**src/rtl/uart_pkg.sv**
```systemverilog
// uart_pkg: shared constants, FSM state encoding and baud divisor helper for uart_rx
// Contents: OVERSAMPLE ticks per bit, ST_* state codes (state_t), calc_div() clocks-per-tick.
package uart_pkg;
  localparam int OVERSAMPLE = 16;
  typedef logic [2:0] state_t;
  localparam state_t ST_IDLE      = 3'd0;
  localparam state_t ST_START     = 3'd1;
  localparam state_t ST_DATA      = 3'd2;
  localparam state_t ST_PARITY    = 3'd3;
  localparam state_t ST_STOP      = 3'd4;
  localparam state_t ST_WAIT_HIGH = 3'd5;
  function automatic int calc_div(input int clk_freq, input int baud);
    return clk_freq / (baud * OVERSAMPLE);
  endfunction
endpackage

```
**src/rtl/baud_tick_gen.sv**
```systemverilog
// baud_tick_gen: free-running divider producing a one-cycle tick every DIV clocks
// Ports: clk_i clock, rst_ni async active-low reset, restart_i zeroes the count
//        so the next tick lands DIV clocks later, tick_o oversample enable.
module baud_tick_gen #(
  parameter int DIV = 27
) (
  input  logic clk_i,
  input  logic rst_ni,
  input  logic restart_i,
  output logic tick_o
);
  localparam int W = (DIV > 1) ? $clog2(DIV) : 1;
  logic [W-1:0] cnt_q;
  assign tick_o = cnt_q == W'(DIV - 1);
  always_ff @(posedge clk_i or negedge rst_ni)
    if (!rst_ni) cnt_q <= '0;
    else cnt_q <= (restart_i || tick_o) ? '0 : cnt_q + W'(1);
endmodule

```
**src/rtl/uart_rx.sv**
```systemverilog
// uart_rx: 16x oversampling UART receiver, 8 data bits LSB first, one stop bit
// Ports: CLK50M clock, n_RST async active-low reset, RxD serial line (idle high),
//        rdy_clr acknowledge pulse clearing all flags, DATA_OUT last good byte,
//        Rx_RDY byte valid, FRM_ERR stop bit low, OVR_ERR byte landed on unread byte,
//        PAR_ERR even-parity mismatch (all flags sticky until rdy_clr).
// Macro UART_RX_PARITY_EN: adds an even parity bit between data and stop; otherwise PAR_ERR=0.
module uart_rx
  import uart_pkg::*;
#(
  parameter int CLK_FREQ = 50000000,
  parameter int BAUD     = 115200
) (
  input  logic       CLK50M,
  input  logic       n_RST,
  input  logic       RxD,
  input  logic       rdy_clr,
  output logic [7:0] DATA_OUT,
  output logic       Rx_RDY,
  output logic       FRM_ERR,
  output logic       OVR_ERR,
  output logic       PAR_ERR
);
  localparam int DIV = calc_div(CLK_FREQ, BAUD);
`ifdef UART_RX_PARITY_EN
  localparam state_t ST_AFTER_DATA = ST_PARITY;
`else
  localparam state_t ST_AFTER_DATA = ST_STOP;
`endif
  // [0],[1] form the synchronizer; [2] holds the previous synchronized value for edge detection
  logic [2:0] sync_q;
  logic       rx, fall, tick, restart, sample, accept, frm_set;
  state_t     state_q, state_d;
  logic [3:0] tcnt_q, tcnt_d;
  logic [2:0] bcnt_q, bcnt_d;
  logic [7:0] shift_q, shift_d, data_q;
  logic       rdy_q, frm_q, ovr_q;
  assign rx      = sync_q[1];
  assign fall    = sync_q[2] & ~sync_q[1];
  assign restart = (state_q == ST_IDLE) && fall;
  baud_tick_gen #(.DIV(DIV)) u_tick (
    .clk_i    (CLK50M),
    .rst_ni   (n_RST),
    .restart_i(restart),
    .tick_o   (tick)
  );
`ifdef UART_RX_PARITY_EN
  logic par_set, par_bad_q, par_bad_d, par_q;
`endif
  always_comb begin
    // START samples at mid-bit (8 ticks), every later bit one full bit (16 ticks) on
    sample  = tick && tcnt_q == (state_q == ST_START ? 4'd7 : 4'd15);
    state_d = state_q;
    bcnt_d  = bcnt_q;
    shift_d = shift_q;
    accept  = 1'b0;
    frm_set = 1'b0;
`ifdef UART_RX_PARITY_EN
    par_set   = 1'b0;
    par_bad_d = par_bad_q;
`endif
    case (state_q)
      ST_IDLE:  state_d = fall ? ST_START : ST_IDLE;
      ST_START: if (sample) state_d = rx ? ST_IDLE : ST_DATA;
      ST_DATA: if (sample) begin
        shift_d = {rx, shift_q[7:1]};
        bcnt_d  = bcnt_q + 3'd1;
        if (bcnt_q == 3'd7) state_d = ST_AFTER_DATA;
      end
`ifdef UART_RX_PARITY_EN
      ST_PARITY: if (sample) begin
        par_bad_d = ^{shift_q, rx};
        par_set   = par_bad_d;
        state_d   = ST_STOP;
      end
`endif
      ST_STOP: if (sample) begin
        accept  = rx;
        frm_set = ~rx;
        state_d = rx ? ST_IDLE : ST_WAIT_HIGH;
      end
      ST_WAIT_HIGH: state_d = rx ? ST_IDLE : ST_WAIT_HIGH;
      default:      state_d = ST_IDLE;
    endcase
    tcnt_d = state_d != state_q ? 4'd0 : tcnt_q + {3'd0, tick};
  end
  always_ff @(posedge CLK50M or negedge n_RST)
    if (!n_RST) begin
      sync_q  <= 3'b111;
      state_q <= ST_IDLE;
      tcnt_q  <= '0;
      bcnt_q  <= '0;
      shift_q <= '0;
      data_q  <= '0;
      rdy_q   <= 1'b0;
      frm_q   <= 1'b0;
      ovr_q   <= 1'b0;
    end else begin
      sync_q  <= {sync_q[1:0], RxD};
      state_q <= state_d;
      tcnt_q  <= tcnt_d;
      bcnt_q  <= bcnt_d;
      shift_q <= shift_d;
      data_q  <= accept ? shift_q : data_q;
      // a new byte beats a simultaneous acknowledge; the acknowledge still cancels overrun
      rdy_q   <= accept | (rdy_q & ~rdy_clr);
      frm_q   <= frm_set | (frm_q & ~rdy_clr);
      ovr_q   <= ~rdy_clr & (ovr_q | (accept & rdy_q));
    end
`ifdef UART_RX_PARITY_EN
  // par_bad_q lets acceptance re-assert PAR_ERR if it was acknowledged mid-frame
  always_ff @(posedge CLK50M or negedge n_RST)
    if (!n_RST) begin
      par_bad_q <= 1'b0;
      par_q     <= 1'b0;
    end else begin
      par_bad_q <= par_bad_d;
      par_q     <= par_set | (accept & par_bad_q) | (par_q & ~rdy_clr);
    end
  assign PAR_ERR = par_q;
`else
  assign PAR_ERR = 1'b0;
`endif
  assign DATA_OUT = data_q;
  assign Rx_RDY   = rdy_q;
  assign FRM_ERR  = frm_q;
  assign OVR_ERR  = ovr_q;
endmodule

```
**config.mk**
```make
export PLATFORM = sky130hd
export DESIGN_NAME = uart_rx
export DESIGN_NICKNAME = d
export VERILOG_FILES = /design/src/rtl/uart_pkg.sv /design/src/rtl/baud_tick_gen.sv /design/src/rtl/uart_rx.sv
export SDC_FILE = /design/constraint.sdc
export NUM_CORES = 1
export LEC_CHECK = 0
export ABC_AREA = 1
export BUFFER_PORTS_ARGS = -buffer_cell sky130_fd_sc_hd__buf_2
export CAP_MARGIN = 20
export CORE_MARGIN = 5
export CORE_UTILIZATION = 40
export CTS_CLUSTER_DIAMETER = 100
export DETAILED_ROUTE_END_ITERATION = 8
export GPL_ROUTABILITY_DRIVEN = 1
export GPL_TIMING_DRIVEN = 0
export MAX_ROUTING_LAYER = met4
export SYNTH_ARGS = -nofsm -noshare
export SYNTH_HDL_FRONTEND = slang
export SYNTH_HIERARCHICAL = 1
export SYNTH_SLANG_ARGS = --single-unit
```
**constraint.sdc**
```tcl
create_clock -name CLK50M -period 2.1 [get_ports CLK50M]
set_input_delay 0.315 -clock CLK50M [delete_from_list [all_inputs] [get_ports CLK50M]]
set_output_delay 0.315 -clock CLK50M [all_outputs]
set_load 0.005 [all_outputs]
```
Yosys cells after proc, flatten, opt, wreduce, memory -nomap -nowiden
Cells that the tools add are included.

Output and inout port bits: 12. Input port bits: 4. Register bits after elaboration: 37. Logic and storage cells: 51.

Bitwise logic cells: 10. Add/subtract/negate cells: 3. Equal/unequal tests: 8. Reductions and logical operators: 5. Muxes and demuxes: 15.

Operators by type and width (count): $mux 3 (5); $pmux 3 s5 (1); $eq 3x3->1 const B (3); $mux 4 (2); $add 5x1->5 const B (1); $and 1x1->1 (5); $eq 5x5->1 const B (1); $mux 1 (5); $mux 5 (1); $add 4x1->4 (1); $eq 4x4->1 (1); $add 3x1->3 const B (1); $eq 3x1->1 const B (1); $eq 3x2->1 const B (1); $logic_not 3->1 (1); $ne 3x3->1 (1); $or 1x1->1 (3); $logic_and 1x1->1 (2); $mux 2 (1); $not 1->1 (2); $reduce_and 2->1 (1); $logic_or 1x1->1 (1).

Logic depth before layout (Yosys ltp)
Depth after elaboration: 9. Gate-level depth with buffers: 16. Depth with buffers taken out: 16.

By module
The synthesis kept the hierarchy.

Modules (own cells, without submodules): uart_rx (area each 1447.6 um2, cells each 146, seq. area each 804.5 um2, times used 1); baud_tick_gen (area each 260.2 um2, cells each 31, seq. area each 125.1 um2, times used 1).

Worst setup path after synthesis
Ideal clock, no wire load.

Path type: register to register. Start: register u_tick.cnt_q[0]. End: register tcnt_q[2]. Required time: 1.980 ns. Library setup time: 0.120 ns. Slack: 0.356 ns. Path buffers: 0. Data arrival time: 1.624 ns. Stages on the path, launching flop included: 16. Period minus slack after synthesis: 1.744 ns. Cells stage by stage: dfrtp_1 > inv_1 > ha_1 > nand2_1 > inv_1 > nand2_2 > inv_1 > nand2_1 > nor2_8 > nand3_1 > nand2_1 > nand2_1 > a21oi_1 > nor2_1 > nand2_2 > nor2_1.

Word-level cells in the longest chain between the ends: 6. Elaborated cells between the ends (all ways): 9. Classes of those cells: add/sub: 1; eq/ne: 2; mux: 5; reduce/logical: 1.

Ends and longest elaborated chain: start, declared (line baud_tick_gen.sv:13) `logic [W-1:0] cnt_q;`; start signal, assigned (line baud_tick_gen.sv:17) `else cnt_q <= (restart_i || tick_o) ? '0 : cnt_q + W'(1);`; $eq 5x5->1 * (line baud_tick_gen.sv:14) `assign tick_o = cnt_q == W'(DIV - 1);`; via tick (line uart_rx.sv:31) `logic rx, fall, tick, restart, sample, accept, frm_set;`; $logic_and 1x1->1 (line uart_rx.sv:51) `sample = tick && tcnt_q == (state_q == ST_START ? 4'd7 : 4'd15);`; $mux 3, on equally long branches (line uart_rx.sv:76, uart_rx.sv:63, uart_rx.sv:64); $pmux 3 s5 (line uart_rx.sv:61) `case (state_q)`; $ne 3x3->1 (line uart_rx.sv:84) `tcnt_d = state_d != state_q ? 4'd0 : tcnt_q + {3'd0, tick};`; $mux 4 * (line uart_rx.sv:84); via tcnt_d[2] (line uart_rx.sv:33) `logic [3:0] tcnt_q, tcnt_d;`; end signal, assigned (line uart_rx.sv:100) `tcnt_q <= tcnt_d;`; end, declared (line uart_rx.sv:33).

Mark *: on every way through the listed nets, which the timed path passes. The rest lies on a longest branch. A chain may end at the register's enable or synchronous reset.

Worst setup path in the final report
Start: register u_tick.cnt_q[0]. End: register tcnt_q[3].

Word-level cells in the longest chain between the ends: 6. Elaborated cells between the ends (all ways): 9. Classes of those cells: add/sub: 1; eq/ne: 2; mux: 5; reduce/logical: 1.

Ends and longest elaborated chain: $eq 5x5->1 * (line baud_tick_gen.sv:14); via tick (line uart_rx.sv:31); $logic_and 1x1->1 * (line uart_rx.sv:51); $mux 3, on equally long branches (line uart_rx.sv:76, uart_rx.sv:63, uart_rx.sv:64); $pmux 3 s5 * (line uart_rx.sv:61); via state_d[0] (line uart_rx.sv:32) `state_t state_q, state_d;`; $ne 3x3->1 * (line uart_rx.sv:84); $mux 4 * (line uart_rx.sv:84); via tcnt_d[3] (line uart_rx.sv:33).

Marked as above.

==> metrics.md <==
| Metric | Value |
|---|---|
| Worst slew pin tran | ~800 ps |
| Placed cell count | 241 |
| Core Box Area | between 0.004 and 0.005 sq mm |
| Leakage | 1.03 nW |
| Initial Utilization | 42.1% |
| Post-Syn Instances | 177 |
| IO Port Bufs | 14 |
| Worst skew pair latency | 290 ps |
| NetSw | 468 uW |
| Clock tree root driver cell | clkbuf_8 |
| Worst Setup Path Type | register to register |
| Max Freq | 0.523 GHz |
| Crit end category | register |
| Setup crit start kind | register |
| Multi-input logic area | 683 sq um |
| Total Power | 1.71 mW |
| WHS | 114 ps |
| # hold bufs at CTS | 0 |
| Register clock-pin slew on the reported worst setup and hold paths | 70 ps |
| Worst VDD drop | 0.567 mV |
| Vias in the first global route | 1206 |
| Setup TNS Final | 0 ps |
| Num Clock Sinks | 37 |
| Area growth from synthesis to layout | 16.3% |
| DP Area | around 0.0018 sq mm |
| Internal power of the cells | approximately 1.2 mW |
| First-pass GRT wire length | 5.44 mm |
| Count of cell types in the netlist | 30 |
| Global route total overflow | 0 |
| DRT antenna net count | 0 |
| Final period utilization | between 90 and 100% |
| PwrDens | 860 mW/mm^2 |
| Sequential power share | roughly half |
| Sw Share | a little over a quarter |
| # DRC | 0 |
| Synthesized Nets | 187 |
| Layout cells sized above 1 | about a quarter |
| Post-synthesis cell area | 0.00171 sq mm |
| Clock buffer depth | 2 |
| CTS tree | yes |
| 1st-pass router iterations | 4 |
| WL final | ~3.0 mm |
| Final setup fails | 0 |
| All-Layer GR Usage | 13.3% |
| Detailed placement HPWL | 2.18 mm |
| Rows | 23 |
| Max-slew violations | 0 |
| DRT iter0 DRCs | 63 |
| CP arrival | about 2100 ps |
| Synth Flop Type | dfrtp_1 |
| Final #Nets | 210 |
| Fillers | 374 |
| Register area | 930 sq um |
| Most frequent cells in the layout | 36 x nand2_1, 34 x dfrtp_1, 22 x inv_1, 15 x buf_2, 13 x nor2_1 |
| Initial antenna violation count | 0 |
| Share of synthesized registers carrying an async set or reset | 100% |
| Wl on met1 | 1.29 mm |
| Synth Warn # | 6 |
| Max-slew headroom | 46.6% |
| Clock period minus final worst setup slack | 1910 ps |
| Max Used Layer | met4 |
| Placer Congestion | 0.796 |
| Unrepaired setup endpoints after global routing | no |
| Met2 wire len | between 1.5 and 2 mm |
| Commonest non-fill, non-tap cell in the layout | nand2_1 |
| Ant. Diodes | 0 |
| Hold crit path type | input pin to asynchronous set/reset pin |
| Status | finished, final reports clean |
| H-tree depth | 2 |
| Synth Register Bits | 37 |
| Max_cap viols | 0 |
| Die area | 0.00568 sq mm |
| # IOs | 16 |
| Fin cells | around 250 |
| Combinational Power Share | 14.9% |
| Final Hold Fails | 0 |
| Via count | 1217 |
| Worst Path Max Fanout | 7 |
| Clock Skews | 5.64 ps |
| Cell area after layout | 0.00199 sq mm |
| WL met3 | 140 um |
| CTS buffer count | 5 |
| CP required | 2320 ps |
| Post-DR wirelength/cell | 11.9 um |
| Die height | ~75 um |
| Post-synth EDFFs | 0 |
| Syn_area_per_cell | 9.65 sq um |
| Pin count of the biggest net entering global routing | 38 |
| Die W | 75.3 um |
| Clock Power Share | 35.7% |
| Sequential area share after synthesis | 54.4% |
| Via-per-instance ratio | 4.85 |
## kinds of logic (layout without fill, tap and decap cells)
| kind of cell | Yosys count | in the layout | synth area share, % |
|---|---|---|---|
| AO/OA/AOI/OAI | 20 | 20 | 6.01 |
| XOR/XNOR | 4 | 4 | 2.05 |
| adder cells (fa/ha/maj) | 6 | 6 | 4.40 |
| buffers and inverters | 26 | 50 | 6.01 |
| flip-flops | 37 | 37 | 54.4 |
| multiplexers | 3 | 3 | 1.98 |
| other | 1 | 1 | 0.220 |
| AND/OR/NAND/NOR | 80 | 80 | 24.9 |
## registers in the layout (all words and copies together) (netlist names), 3 cells and up
register	count
state_q	3
u_tick/cnt_q	5
tcnt_q	4
shift_q	8
sync_q	3
DATA_OUT	8
bcnt_q	3
## through the flow
step	util (%)	worst slack, ps
2_1_floorplan	-	356
3_3_place_gp	45.4	182
3_5_place_dp	45.4	133
4_1_cts	48.1	126
5_1_grt	49.0	14.4
6_report	49.0	187
## area by class of cell
| class | instances | area share, % |
|---|---|---|
| repair buffers | 16 | 4.91 |
| plain buffers | 3 | 0.819 |
| multi-input cells | 114 | 34.4 |
| flip-flops and latches | 37 | 46.8 |
| clock inverters | 2 | 1.95 |
| inverters | 23 | 4.35 |
| well taps | 50 | 3.15 |
| clock buffers | 6 | 3.65 |
## power by group through the flow
stage          sequential, mW  clock (mW)  combinational, mW
2_1_floorplan           0.844           0              0.189
3_3_place_gp            0.853           0              0.228
3_5_place_dp            0.861           0              0.235
4_1_cts                 0.847       0.635              0.239
5_1_grt                 0.852       0.663              0.301
6_report                0.844       0.609              0.255
## synthesized netlist by cell type, types with 2 or more instances
| cell | instances | area (sq um) |
|---|---|---|
| nand4_1 | 4 | 25.0 |
| nand2_4 | 2 | 22.5 |
| xnor2_1 | 3 | 26.3 |
| dfstp_2 | 3 | 78.8 |
| inv_1 | 22 | 82.6 |
| dfrtp_1 | 34 | 851 |
| o21ai_0 | 8 | 40.0 |
| nor2_1 | 13 | 48.8 |
| a21oi_1 | 2 | 10.0 |
| mux2_2 | 2 | 22.5 |
| nand2_1 | 37 | 139 |
| nand3_2 | 2 | 20.0 |
| ha_1 | 6 | 75.1 |
| nor2_2 | 2 | 12.5 |
| nand2_2 | 5 | 31.3 |
| o21ai_1 | 9 | 45.0 |
| nand3_1 | 10 | 50.1 |
## worst max-delay path, stage by stage (launching register included)
cell and delay [ps]:
dfrtp_1 390, inv_1 60, ha_1 130, nand2_1 50, inv_1 60, nand2_2 60, inv_1 80, nand2_2 90
nor2_8 210, buf_12 130, nand2_4 40, nand2_1 60, nand3_2 80, nand2_2 90, nand2_1 50, nand2_1 80
nand2_2 80, nor2_1 100
## path summary, 6_finish.rpt
check | from | depth (start not counted) | to | slack [ps]
setup / recovery | u_tick/cnt_q[0]$_DFF_PN0_ | 17 | tcnt_q[3]$_DFF_PN0_ | 190
hold / removal | n_RST | 1 | u_tick/cnt_q[3]$_DFF_PN0_ | 110
setup reg to reg | u_tick/cnt_q[0]$_DFF_PN0_ | 17 | tcnt_q[3]$_DFF_PN0_ | 190
hold reg to reg | sync_q[0]$_DFF_PN1_ | 0 | sync_q[1]$_DFF_PN1_ | 360
max in group asynchronous | n_RST | 1 | state_q[0]$_DFF_PN0_ | 1480
min in group CLK50M | RxD | 1 | sync_q[0]$_DFF_PN1_ | 120
## metal layers
metal	GRT usage, %	up-vias
li1	-	607
met1	14.7	581
met2	21.9	24
met3	4.49	5
met4	5.83	0
met5	-	-
## what timing repair did
item / in CTS / in global routing
gates resized for setup: 0 / 2
hold endpoints to repair: 0 / 0
buffers inserted: 0 / 2
setup endpoints to repair: 0 / 6
No activity file was read; power rests on OpenSTA's default activity.
